`src/rtl/mul_div_pkg.sv`:
```
// Shared types and op decode helpers for the iterative multiply/divide unit.
// Latency: n/a (types and pure functions only).
// Backpressure: n/a.
package mul_div_pkg;

  typedef enum logic [1:0] {
    MULU = 2'b00,
    MULS = 2'b01,
    DIVU = 2'b10,
    DIVS = 2'b11
  } mul_div_op_t;

  typedef enum logic [1:0] {
    IDLE,
    CALC,
    FIX,
    DONE
  } mul_div_state_t;

  function automatic logic is_signed(input mul_div_op_t op);
    return op[0];
  endfunction

  function automatic logic is_div(input mul_div_op_t op);
    return op[1];
  endfunction

endpackage

```
`src/rtl/mul_div_unit.sv`:
```
// Iterative signed/unsigned multiply and restoring divide on operand magnitudes.
// Latency: WIDTH+2 cycles from accepted Start to Ready; divide-by-zero answers in 1.
// Backpressure: Start is ignored while Busy; results hold in DONE until the next Start.
module mul_div_unit
  import mul_div_pkg::*;
#(
  parameter int WIDTH = 16
) (
  input  logic             Clk,
  input  logic             Reset_n,
  input  logic             Start,
  input  logic [1:0]       Op,
  input  logic [WIDTH-1:0] A,
  input  logic [WIDTH-1:0] B,
  output logic             Busy,
  output logic             Ready,
  output logic [WIDTH-1:0] Result_Lo,
  output logic [WIDTH-1:0] Result_Hi,
  output logic             Div_By_Zero
);

  localparam int CW = $clog2(WIDTH) + 1;

  // Conditional two's-complement negation; the carry-in lets a 2*WIDTH
  // product be negated one half at a time with the same logic.
  function automatic logic [WIDTH-1:0] cond_neg(input logic [WIDTH-1:0] x,
                                                input logic en,
                                                input logic cin);
    return en ? (~x + {{(WIDTH-1){1'b0}}, cin}) : x;
  endfunction

  mul_div_state_t   state_q, state_d;
  mul_div_op_t      op_q, op_d;
  logic             neg_lo_q, neg_lo_d;
  logic             neg_hi_q, neg_hi_d;
  logic [WIDTH-1:0] opnd_q, opnd_d;
  logic [2*WIDTH-1:0] acc_q, acc_d;
  logic [CW-1:0]    cnt_q, cnt_d;
  logic             busy_q, busy_d;
  logic             ready_q, ready_d;
  logic [WIDTH-1:0] lo_q, lo_d;
  logic [WIDTH-1:0] hi_q, hi_d;
  logic             dbz_q, dbz_d;

  mul_div_op_t      op_in;
  logic             a_neg, b_neg;
  logic [WIDTH-1:0] a_mag, b_mag;
  logic [WIDTH:0]   mul_sum;
  logic [2*WIDTH-1:0] mul_step, div_step;
  logic [WIDTH:0]   rem_sh;
  logic [WIDTH-1:0] rem_diff;
  logic             rem_ge;
  logic [WIDTH-1:0] fix_lo, fix_hi;
  logic             hi_cin;

  assign op_in = mul_div_op_t'(Op);
  assign a_neg = is_signed(op_in) & A[WIDTH-1];
  assign b_neg = is_signed(op_in) & B[WIDTH-1];
  assign a_mag = cond_neg(A, a_neg, 1'b1);
  assign b_mag = cond_neg(B, b_neg, 1'b1);

  // Multiply: acc = {partial product, remaining multiplier bits}.
  assign mul_sum  = {1'b0, acc_q[2*WIDTH-1:WIDTH]} + (acc_q[0] ? {1'b0, opnd_q} : '0);
  assign mul_step = {mul_sum, acc_q[WIDTH-1:1]};

  // Divide: acc = {partial remainder, dividend bits becoming quotient bits}.
  assign rem_sh   = {acc_q[2*WIDTH-1:WIDTH], acc_q[WIDTH-1]};
  assign rem_ge   = rem_sh >= {1'b0, opnd_q};
  assign rem_diff = rem_sh[WIDTH-1:0] - opnd_q;
  assign div_step = {(rem_ge ? rem_diff : rem_sh[WIDTH-1:0]), acc_q[WIDTH-2:0], rem_ge};

  // Quotient and remainder negate independently; a product's high half
  // takes the carry out of the low half's negation.
  assign hi_cin = is_div(op_q) ? 1'b1 : (acc_q[WIDTH-1:0] == '0);
  assign fix_lo = cond_neg(acc_q[WIDTH-1:0], neg_lo_q, 1'b1);
  assign fix_hi = cond_neg(acc_q[2*WIDTH-1:WIDTH], neg_hi_q, hi_cin);

  always_comb begin
    state_d  = state_q;
    op_d     = op_q;
    neg_lo_d = neg_lo_q;
    neg_hi_d = neg_hi_q;
    opnd_d   = opnd_q;
    acc_d    = acc_q;
    cnt_d    = cnt_q;
    busy_d   = busy_q;
    ready_d  = ready_q;
    lo_d     = lo_q;
    hi_d     = hi_q;
    dbz_d    = dbz_q;
    case (state_q)
      IDLE, DONE: begin
        if (Start) begin
          op_d     = op_in;
          ready_d  = 1'b0;
          dbz_d    = 1'b0;
          neg_lo_d = a_neg ^ b_neg;
          neg_hi_d = is_div(op_in) ? a_neg : (a_neg ^ b_neg);
          if (is_div(op_in)) begin
            acc_d  = {{WIDTH{1'b0}}, a_mag};
            opnd_d = b_mag;
          end else begin
            acc_d  = {{WIDTH{1'b0}}, b_mag};
            opnd_d = a_mag;
          end
          if (is_div(op_in) && (B == '0)) begin
            state_d = DONE;
            ready_d = 1'b1;
            dbz_d   = 1'b1;
            lo_d    = '1;
            hi_d    = A;
          end else begin
            state_d = CALC;
            busy_d  = 1'b1;
            cnt_d   = CW'(WIDTH);
          end
        end
      end
      CALC: begin
        acc_d = is_div(op_q) ? div_step : mul_step;
        cnt_d = cnt_q - CW'(1);
        if (cnt_q == CW'(1)) begin
          state_d = FIX;
        end
      end
      FIX: begin
        lo_d    = fix_lo;
        hi_d    = fix_hi;
        busy_d  = 1'b0;
        ready_d = 1'b1;
        state_d = DONE;
      end
      default: state_d = IDLE;
    endcase
  end

  always_ff @(posedge Clk or negedge Reset_n) begin
    if (!Reset_n) begin
      state_q  <= IDLE;
      op_q     <= MULU;
      neg_lo_q <= 1'b0;
      neg_hi_q <= 1'b0;
      opnd_q   <= '0;
      acc_q    <= '0;
      cnt_q    <= '0;
      busy_q   <= 1'b0;
      ready_q  <= 1'b0;
      lo_q     <= '0;
      hi_q     <= '0;
      dbz_q    <= 1'b0;
    end else begin
      state_q  <= state_d;
      op_q     <= op_d;
      neg_lo_q <= neg_lo_d;
      neg_hi_q <= neg_hi_d;
      opnd_q   <= opnd_d;
      acc_q    <= acc_d;
      cnt_q    <= cnt_d;
      busy_q   <= busy_d;
      ready_q  <= ready_d;
      lo_q     <= lo_d;
      hi_q     <= hi_d;
      dbz_q    <= dbz_d;
    end
  end

  assign Busy        = busy_q;
  assign Ready       = ready_q;
  assign Result_Lo   = lo_q;
  assign Result_Hi   = hi_q;
  assign Div_By_Zero = dbz_q;

endmodule

```
`config.mk`:
```
export PLATFORM = sky130hd
export DESIGN_NAME = mul_div_unit
export DESIGN_NICKNAME = d
export VERILOG_FILES = /design/src/rtl/mul_div_pkg.sv /design/src/rtl/mul_div_unit.sv
export SDC_FILE = /design/constraint.sdc
export NUM_CORES = 1
export LEC_CHECK = 0
export BUFFER_PORTS_ARGS = -buffer_cell sky130_fd_sc_hd__buf_2
export CAP_MARGIN = 20
export CORE_MARGIN = 2
export CORE_UTILIZATION = 60
export DETAILED_ROUTE_END_ITERATION = 7
export PLACE_DENSITY = 0.85
export SLEW_MARGIN = 10
export SYNTH_ARGS = -nofsm -noshare
export SYNTH_HDL_FRONTEND = slang
export SYNTH_SLANG_ARGS = --single-unit
```
`constraint.sdc`:
```
create_clock -name Clk -period 3.85 [get_ports Clk]
set_input_delay 0.77 -clock Clk [delete_from_list [all_inputs] [get_ports Clk]]
set_output_delay 0.77 -clock Clk [all_outputs]
set_load 0.03 [all_outputs]
```
# --- After elaboration in Yosys (flattened, before gate mapping) ---
# Cells that the tools add are included.
totals:
  output_inout_bits: 35
  ff_bits: 94
  inputBits: 37
  wordCells: 81
classes:
  muxes: 32
  n_eq_ne: 8
  reduce_logical: 14
  order_cmp: 1
  addsub: 7
  bitwise: 7
ops:
  columns: ["op", "n"]
  rows:
  - ["16-bit two-way mux", 12]
  - ["32-bit two-way mux", 2]
  - ["16-bit NOT", 4]
  - ["16-bit case mux with 2 select lines", 2]
  - ["32-bit case mux with 2 select lines", 1]
  - ["16-bit by 1-bit adder with 16-bit output, second input constant", 3]
  - ["16-bit zero test", 2]
  - ["16-bit by 16-bit adder with 17-bit output", 1]
  - ["17-bit by 16-bit >= comparator with 1-bit output", 1]
  - ["16-bit by 1-bit adder with 16-bit output", 1]
  - ["16-bit subtractor", 1]
  - ["5-bit two-way mux", 2]
  - ["5-bit case mux with 2 select lines", 1]
  - ["3-bit AND reduction", 3]
  - ["2-bit inequality test, second input constant", 4]
  - ["2-bit AND reduction", 4]
  - ["1-bit two-way mux", 6]
  - ["2-bit two-way mux", 3]
  - ["2-bit case mux with 3 select lines", 1]
  - ["5-bit by 1-bit equality test with 1-bit output, second input constant", 1]
  - ["5-bit by 1-bit subtractor with 5-bit output, second input constant", 1]
  - ["2-bit equality test, second input constant", 2]
  - ["1-bit case mux with 2 select lines", 2]
  - ["2-bit nonzero test", 2]
  - ["6 further kinds", 7]

# --- Depth between registers and ports, before layout ---
# Gate-level depths: netlist of the first run.
logic_depth:
  depth_word: 6
  ltp_mapped: 16
  mapped_depth_nobuf: 15

# --- Worst setup path after synthesis of the first run ---
# No wires, ideal clock.
synth_path:
  path_kind: "register to register"
  startpoint: "reg acc_q[9]"
  endpoint: "reg hi_q[12] (netlist: Result_Hi[12])"
  setup_ps: 123
  arrival_time_ps: 3063
  path_buffers: 0
  path_stages_with_launch: 15
  slack_ps: 664
  cell_sequence: "dfrtp_1 > or4_1 > or2_2 > or3_1 > nor3_1 > a21o_1 > ha_1 > ha_1 > nor2b_1 > nand3_1 > o31ai_1 > xor2_1 > nor2_1 > a21oi_1 > o21ai_1"
synth_via:
  elab_chain_len: 5
synth_lines:
  columns: ["item", "line", "source"]
  rows:
  - ["from (decl)", "mul_div_unit.sv:37", "logic [2*WIDTH-1:0] acc_q, acc_d;"]
  - ["from (signal assigned)", "mul_div_unit.sv:144", "acc_q <= '0;"]
  - ["from (signal assigned)", "mul_div_unit.sv:157", "acc_q <= acc_d;"]
  - ["16-bit zero test", "mul_div_unit.sv:74", "assign hi_cin = is_div(op_q) ? 1'b1 : (acc_q[WIDTH-1:0] == '0);"]
  - ["1-bit two-way mux", "mul_div_unit.sv:74", null]
  - ["16-bit by 1-bit adder with 16-bit output", "mul_div_unit.sv:29", "return en ? (~x + {{(WIDTH-1){1'b0}}, cin}) : x;"]
  - ["16-bit two-way mux", "mul_div_unit.sv:29", null]
  - ["16-bit case mux with 2 select lines", "mul_div_unit.sv:91", "case (state_q)"]
  - ["to (signal assigned)", "mul_div_unit.sv:162", "hi_q <= hi_d;"]
  - ["to (decl)", "mul_div_unit.sv:42", "logic [WIDTH-1:0] hi_q, hi_d;"]
# Every way passes these cells.
# A chain may end at the register's enable or synchronous reset.

# --- Worst setup path in the final report of the first run ---
layout_path:
  startpoint: "reg acc_q[9]"
  endpoint: "reg hi_q[6] (netlist: Result_Hi[6])"
# Same word-level chain as after synthesis.

==> impl_summary.txt, run 1 <==
----------------------------------------------------
[Timing]
  Final hold vios ... 0
  Pins over their slew limit ... 0
  Worst path setup slack after routing ... 0.350 ns
  Share of the clock period used by the worst path after layout ... 90.9%
  Number of setup violations in the final report ... 0
  Setup repair after global routing missed its margin ... false
  Max_slew headroom ... 42.2%
  Final TNS setup ... 0 ns
  Actual transition at the worst max-transition pin ... 0.845 ns
  Minimum clock period after layout ... 3.50 ns
  Achievable frequency ... 286 MHz
  Final setup skew ... 0.0118 ns

[Clocking]
  Total clock buffers created by CTS ... 9
  Total clock sinks ... 93
  Number of buffers inserted by post-CTS setup repair ... 0
  Number of H-tree levels ... 3
  Hold buffers post-CTS ... 0
  Clk_lat worst skew ... 0.36 ns
  Maximum clock path buffer count ... 2
  TritonCTS clock tree ... done
  Root buffer cell ... sky130_fd_sc_hd__clkbuf_16
  CTS clock-pin slew for the worst setup and hold paths ... 0.07 ns

[Floorplanning]
  Full die area ... 13,700 µm²
  Count of pins on the block boundary ... 72
  Core box area ... 12,600 µm²
  Die height ... 117 µm
  Num rows ... 41
  Initial core utilization ... 61.0%
  Die Width ... 117 µm

[Setup path]
  Data required, critical path ... 4.09 ns
  Worst Path Max Fanout ... 5
  CP cell instances ... or4_1, or2_2, or3_1, nor3_1, a21o_1, ha_1, ha_1, nand2b_1, o41ai_1, xor2_1, nor2_1, a21oi_1, o21ai_0
  Longest individual stage delay on the worst path ... 0.54 ns
  Data arrival time of the critical path ... 3.74 ns
  Most used cell, CP ... sky130_fd_sc_hd__ha_1
  Number of buffers and inverters on the critical path ... 0
  Crit start category ... register
  Cell with the largest stage delay on the worst path ... sky130_fd_sc_hd__or4_1
  Critical path endpoint category ... register
  Worst path top cell family by delay ... simple AND/OR/NAND/NOR gates
  Kind of critical path ... register to register

[Global routing]
  Global route hottest layer ... met2
  First-pass GRT wire length ... 34,500 µm
  Vias in the first global route ... 6,730
  GR met3 Demand/Resource ... 6.33%
  Met2 global-route usage ... 49.7%
  Number of antenna violations at the first check in global routing ... 1
  Global-route track usage on met1 ... 45.8%
  Global router's overall resource usage ... 32.5%
  Grt total ovfl ... 0
  Largest net degree at the start of global routing ... 56

[Yosys]
  Cell taking the most area after synthesis ... sky130_fd_sc_hd__dfrtp_1
  Instance count of the mapped netlist ... 948
  Post-synthesis instance area ... 7660 µm²
  Top cells by area, synth ... sky130_fd_sc_hd__dfrtp_1, sky130_fd_sc_hd__ha_1, sky130_fd_sc_hd__nor2_1
  Post-synth EDFFs ... 0
  Yosys top cell area share ... 30.4%
  Commonest register cell after synthesis ... sky130_fd_sc_hd__dfrtp_1
  Average cell area after synthesis ... 8.08 µm²
  Count of distinct cell types in the synthesized netlist ... 71
  Post-synthesis register bit count ... 93
  Fraction of synthesis flops using an asynchronous set or reset pin ... 100%
  Sequential cell area fraction in the yosys report ... 30.4%
  Post-synthesis net count ... 1,029
  YS warnings ... 0

[Routing]
  Drt drc ... 0
  Via count ... 7,531
  Detailed-route wire length per cell ... 18.5 µm
  Aggregate routed wire length ... 21,800 µm
  Post-route ant nets ... 0
  Vias/cell ... 6.38
  Count of TritonRoute iterations in the first routing pass ... 7
  Detailed Route Iter0 Violations ... 904

[Min path]
  Worst Hold Class ... input pin to async pin

[Placement]
  Count of port buffers added during placement ... 71
  Half-perimeter wire length after detailed placement ... 15,700 µm
  Final GP Congestion ... 0.946
  Setup Slack @ Placement ... 0.370 ns

[Final layout]
  Fraction of layout cells with a size suffix above 1 ... 13.1%
  Final core utilization ... 67.7%
  Leading cell type in the layout, fill and taps excluded ... sky130_fd_sc_hd__nor2_1
  Net total in the final layout ... 1,085
  Area growth, synth to finish ... 11.1%
  Most used cells in the layout excluding fill and tap cells ... sky130_fd_sc_hd__nor2_1, sky130_fd_sc_hd__dfrtp_1, sky130_fd_sc_hd__nand2_1
  Number of diodes ... 0

[Pwr]
  Leak pwr ... 3.81 nW
  Peak VDD IR ... 433 µV
  Power Density ... 907 nW/µm²

[Status]
  Status ... finished, final reports clean

[Flow run]
  Max-cap check violation count ... 0

----------------------------------------------------
[cells in the mapped netlist (10+ instances only)]
cell type	count
sky130_fd_sc_hd__nand3_1	15
sky130_fd_sc_hd__inv_1	42
sky130_fd_sc_hd__nor2_1	129
sky130_fd_sc_hd__nand2_1	81
sky130_fd_sc_hd__a21oi_1	70
sky130_fd_sc_hd__ha_1	42
sky130_fd_sc_hd__a21o_1	10
sky130_fd_sc_hd__mux2i_1	33
sky130_fd_sc_hd__dfrtp_1	93
sky130_fd_sc_hd__nor2b_1	12
sky130_fd_sc_hd__a31oi_1	20
sky130_fd_sc_hd__a211oi_1	16
sky130_fd_sc_hd__xor2_1	35
sky130_fd_sc_hd__o31ai_1	11
sky130_fd_sc_hd__nand2b_1	15
sky130_fd_sc_hd__nor3_1	15
sky130_fd_sc_hd__xnor2_1	40
sky130_fd_sc_hd__o21ai_0	73
sky130_fd_sc_hd__clkbuf_1	36
[through the flow]
stage	cells	instance area (µm²)	total power, mW	hold slack, ns
after floorplan	948	7660	5.39	0.450
after global placement	1164	8180	6.45	0.458
after detailed placement	1164	8180	6.57	0.466
after CTS	1180	8500	7.61	0.480
after global routing	1181	8510	8.32	0.505
final	1181	8510	7.72	0.463
[timing repair]
| action | CTS | global route |
|---|---|---|
| hold endpoints to repair | 0 | 0 |
| gates resized for setup | 0 | 1 |
| setup endpoints to repair | 0 | 1 |
[worst register-to-register path, cell delays in order, from the launching register on]
cell	delay (ns)
sky130_fd_sc_hd__dfrtp_1	0.42
sky130_fd_sc_hd__or4_1	0.54
sky130_fd_sc_hd__or2_2	0.29
sky130_fd_sc_hd__or3_1	0.34
sky130_fd_sc_hd__nor3_1	0.20
sky130_fd_sc_hd__a21o_1	0.16
sky130_fd_sc_hd__ha_1	0.20
sky130_fd_sc_hd__ha_1	0.20
sky130_fd_sc_hd__nand2b_1	0.08
sky130_fd_sc_hd__o41ai_1	0.44
sky130_fd_sc_hd__xor2_1	0.23
sky130_fd_sc_hd__nor2_1	0.06
sky130_fd_sc_hd__a21oi_1	0.13
sky130_fd_sc_hd__o21ai_0	0.09
[flip-flops by register name, indices dropped and copies added, names as in the netlist, 2 cells and up]
name,flops
state_q,2
cnt_q,5
acc_q,32
opnd_q,16
Result_Lo,16
Result_Hi,16
[layer usage]
layer  wire length [µm]  share of wire, %  up-vias
li1                   -                 -     3523
met1               9160                42     3539
met2               9660                44      405
met3               2350                11       64
met4                641               2.9        0
met5                  0                 0        -
[path summary, 6_finish.rpt]
path	startpoint	to	slack (ns)	cells after the start
min reg2reg	Result_Hi[4]	Result_Hi[4]	0.47	2
max	acc_q[9]	Result_Hi[6]	0.35	13
max in group asynchronous	Reset_n	acc_q[17]	2.56	2
min	Reset_n	Result_Hi[5]	0.46	1
min in group Clk	Result_Hi[4]	Result_Hi[4]	0.47	2
max reg2reg	acc_q[9]	Result_Hi[6]	0.35	13
[report_power, final]
group | internal [mW] | switching (mW)
clock network | 0.578 | 0.422
registers | 1.39 | 0.467
logic | 1.91 | 2.96
[final cells by class]
class	count	area, µm²
Clock buffer	10	229
Timing Repair Buffer	93	527
Multi-Input combinational cell	762	4950
Sequential cell	93	2330
Fill cell	1002	4050
Clock inverter	6	93.8
Tap cell	172	215
Inverter	45	169
[logic make-up after synthesis]
family | after synthesis | synth area share [%]
and+or+nand+nor | 311 | 18.5
AOI/OAI and AO/OA | 290 | 24.5
buffers and inverters | 93 | 5.04
DFF | 93 | 30.4
xor gates and xnor gates | 75 | 8.57
adders and majority gates | 44 | 7.38
muxes | 42 | 5.63
Note: power is estimated with default switching activity, not from simulation.
==> run 2: changes to the inputs <==
--- a/config.mk
+++ b/config.mk
@@ -11,6 +11,7 @@
 export CORE_UTILIZATION = 60
 export DETAILED_ROUTE_END_ITERATION = 7
 export PLACE_DENSITY = 0.85
+export SETUP_SLACK_MARGIN = 0.4
 export SLEW_MARGIN = 10
 export SYNTH_ARGS = -nofsm -noshare
 export SYNTH_HDL_FRONTEND = slang
==> run 2 against run 1 <==
Non-clock buffer count rose by 1; register-to-register slack improved by 0.14 ns; fmax rose by 4.1%; clock skew fell by 0.00083 ns; flip-flop and latch count did not move; sequential share of layout area fell by 0.31 points; critical path type unchanged.
==> impl_summary.txt, run 2 (synthesis results as in run 1) <==
----------------------------------------------------
[Status]
  Status ... finished, final reports clean

[Setup path]
  Crit start category ... register
  CP cell instances ... or4_4, or2_4, or3_4, nor3_4, a21o_1, ha_4, ha_4, nor2b_4, nand3_4, o21ai_2, xor2_1, nor2_1, a21oi_1, o21ai_1
  Cell depth of the worst flop-to-flop path ... 14 (+1)
  Critical path endpoint category ... register
  Reg-to-reg critical path startpoint ... acc_q[9]
  Cell with the largest stage delay on the worst path ... sky130_fd_sc_hd__or4_4
  Launching element of the worst setup path ... acc_q[9]
  Worst path top cell family by delay ... simple AND/OR/NAND/NOR gates
  Kind of critical path ... register to register
  Data arrival time of the critical path ... 3.59 ns (-0.15 ns)
  Data required, critical path ... 4.08 ns (about the same)
  Worst Path Max Fanout ... 4 (-1)
  Longest individual stage delay on the worst path ... 0.55 ns (about the same)
  Register-to-Register Setup Slack ... 0.49 ns (+0.14 ns)
  Most used cell, CP ... sky130_fd_sc_hd__ha_4
  Reg-to-reg endpoint ... Result_Hi[14]
  Number of buffers and inverters on the critical path ... 0 (unchanged)

[Timing]
  Actual transition at the worst max-transition pin ... 0.865 ns (+0.0207 ns)
  Final setup skew ... 0.0110 ns (-0.000834 ns)
  Minimum clock period after layout ... 3.36 ns (-0.138 ns)
  Share of the clock period used by the worst path after layout ... 87.3% (-3.6 points)
  Min Hold Slack ... 0.464 ns (+0.000813 ns)
  Pins over their slew limit ... 0 (unchanged)
  Worst path setup slack after routing ... 0.488 ns (+0.138 ns)
  Final TNS setup ... 0 ns (unchanged)
  Setup repair after global routing missed its margin ... false
  Number of setup violations in the final report ... 0 (unchanged)
  Final hold vios ... 0 (unchanged)
  Achievable frequency ... 297 MHz (+4.1%)
  Max_slew headroom ... 40.8% (-1.4 points)

[Routing]
  Uppermost signal routing layer after detailed routing ... met4
  Drt drc ... 0 (unchanged)
  Met3 wirelength from detailed routing ... 2230 µm (-5.1%)
  Detailed-route wire length per cell ... 18.7 µm (+1.0%)
  Metal1 wirelength ... 9430 µm (+2.9%)
  Via count ... 7,602 (+0.94%)
  Total met2 wirelength after detailed routing ... 9710 µm (+0.51%)
  Count of TritonRoute iterations in the first routing pass ... 7 (unchanged)
  Post-route ant nets ... 0 (unchanged)
  Aggregate routed wire length ... 22,100 µm (+1.1%)
  Vias/cell ... 6.43 (+0.86%)
  Detailed Route Iter0 Violations ... 839 (-7.2%)

[Final layout]
  Net total in the final layout ... 1,086 (+0.092%)
  Register with the highest flop count ... acc_q
  Area growth, synth to finish ... 12.4%
  Leading cell type in the layout, fill and taps excluded ... sky130_fd_sc_hd__nor2_1
  Number of fillers in the final layout ... 980 (-2.2%)
  Flip-flop count of the largest register, all copies and words added ... 32 (unchanged)
  Fraction of layout cells with a size suffix above 1 ... 14.3% (+1.2 points)
  Post-route insts no fill ... 1,182 (+0.085%)
  Number of diodes ... 0 (unchanged)
  Final standard cell area without fillers ... 8620 µm² (+1.2%)
  Final core utilization ... 68.6% (+0.81 points)
  Most used cells in the layout excluding fill and tap cells ... sky130_fd_sc_hd__nor2_1, sky130_fd_sc_hd__dfrtp_1, sky130_fd_sc_hd__nand2_1

[Floorplanning]
  Num rows ... 41 (unchanged)
  Full die area ... 13,700 µm² (unchanged)
  Core box area ... 12,600 µm² (unchanged)
  Count of pins on the block boundary ... 72 (unchanged)
  Die Width ... 117 µm (unchanged)
  Initial core utilization ... 61.0% (unchanged)
  Die height ... 117 µm (unchanged)

[Min path]
  Worst Hold Class ... input pin to async pin

[Clocking]
  Maximum clock path buffer count ... 2 (unchanged)
  Total clock buffers created by CTS ... 9 (unchanged)
  TritonCTS clock tree ... done
  Clk_lat worst skew ... 0.36 ns (about the same)
  Number of H-tree levels ... 3 (unchanged)
  Root buffer cell ... sky130_fd_sc_hd__clkbuf_16
  Total clock sinks ... 93 (unchanged)
  CTS clock-pin slew for the worst setup and hold paths ... 0.07 ns (about the same)
  Hold buffers post-CTS ... 0 (unchanged)

[Pwr]
  Portion of total power attributed to sequential cells ... 23.8% (-0.2 points)
  Peak VDD IR ... 436 µV (+0.63%)
  Clk network pwr share ... 12.8% (-0.2 points)
  Sw Pwr ... 3.93 mW (+2.0%)
  Share of total power in combinational logic ... 63.4% (+0.4 points)
  Switching share of power ... 50.0% (+0.17 points)
  Design internal power ... 3.92 mW (+1.3%)
  Power Density ... 911 nW/µm² (+0.44%)
  Total power draw ... 7.85 mW (+1.6%)
  Leak pwr ... 3.83 nW (+0.61%)

[Placement]
  Placed cells ... 1,164 (unchanged)
  Placed cell areas ... 8180 µm² (unchanged)
  Final GP Congestion ... 0.946 (unchanged)
  Setup Slack @ Placement ... 0.370 ns (unchanged)
  Half-perimeter wire length after detailed placement ... 15,700 µm (unchanged)
  Count of port buffers added during placement ... 71 (unchanged)

[Global routing]
  Number of antenna violations at the first check in global routing ... 1 (unchanged)
  Vias in the first global route ... 6,727 (-0.045%)
  Global router's overall resource usage ... 32.5% (+0.033 points)
  First-pass GRT wire length ... 34,600 µm (+0.12%)
  Grt total ovfl ... 0 (unchanged)
  Largest net degree at the start of global routing ... 56 (unchanged)

[Flow run]
  Max-cap check violation count ... 0 (unchanged)

----------------------------------------------------
==> run 2: cell count changes in the layout (fill, tap and decap cells not counted), sizes merged <==
| cell | delta |
|---|---|
| buf | +1 |
==> run 2: worst max-delay path by stage <==
stage,slack (ns),to,cells after the start
2_1_floorplan,0.66,Result_Hi[12],14
3_3_place_gp,0.42,Result_Hi[12],14
3_5_place_dp,0.37,Result_Hi[12],14
4_1_cts,0.40,Result_Hi[14],14
5_1_grt,0.33,Result_Hi[14],14
6_report,0.49,Result_Hi[14],14
==> run 2: metal layers <==
metal,global-route usage (%),vias up
li1,-,3521
met1,45.9,3576
met2,49.7,438
met3,6.33,67
met4,12.3,0
met5,0,-
==> run 2: worst reg2reg max path, stage by stage, from the launching register on <==
cell and delay, ns:
sky130_fd_sc_hd__dfrtp_1 0.43, sky130_fd_sc_hd__or4_4 0.55, sky130_fd_sc_hd__or2_4 0.25, sky130_fd_sc_hd__or3_4 0.35, sky130_fd_sc_hd__nor3_4 0.17, sky130_fd_sc_hd__a21o_1 0.18
sky130_fd_sc_hd__ha_4 0.17, sky130_fd_sc_hd__ha_4 0.14, sky130_fd_sc_hd__nor2b_4 0.17, sky130_fd_sc_hd__nand3_4 0.10, sky130_fd_sc_hd__o21ai_2 0.22, sky130_fd_sc_hd__xor2_1 0.24
sky130_fd_sc_hd__nor2_1 0.07, sky130_fd_sc_hd__a21oi_1 0.14, sky130_fd_sc_hd__o21ai_1 0.08
==> run 2: timing repair <==
action                                  in CTS  in global routing
endpoints found under the setup margin       3                  5
setup buffers                                0                  1
gates resized for setup                      4                 15
pin swaps                                    0                  3
==> run 2: layout make-up <==
type / instances / area (µm²) / area share (%)
repair buffers: 94 / 534 / 6.20
well taps: 172 / 215 / 2.50
multi-input cells: 762 / 5050 / 58.6
flip-flops and latches: 93 / 2330 / 27.0
clock inverters: 6 / 93.8 / 1.09
clock buffers: 10 / 229 / 2.66
inverters: 45 / 169 / 1.96
==> run 2: power groups by stage <==
stage,Clock (mW),Combinational [mW],Sequential [mW]
floorplan,0,3.41,1.98
global placement,0,4.63,1.82
detailed placement,0,4.72,1.84
CTS,0.995,4.79,1.84
global route,1.04,5.49,1.92
finish,1.00,4.97,1.87
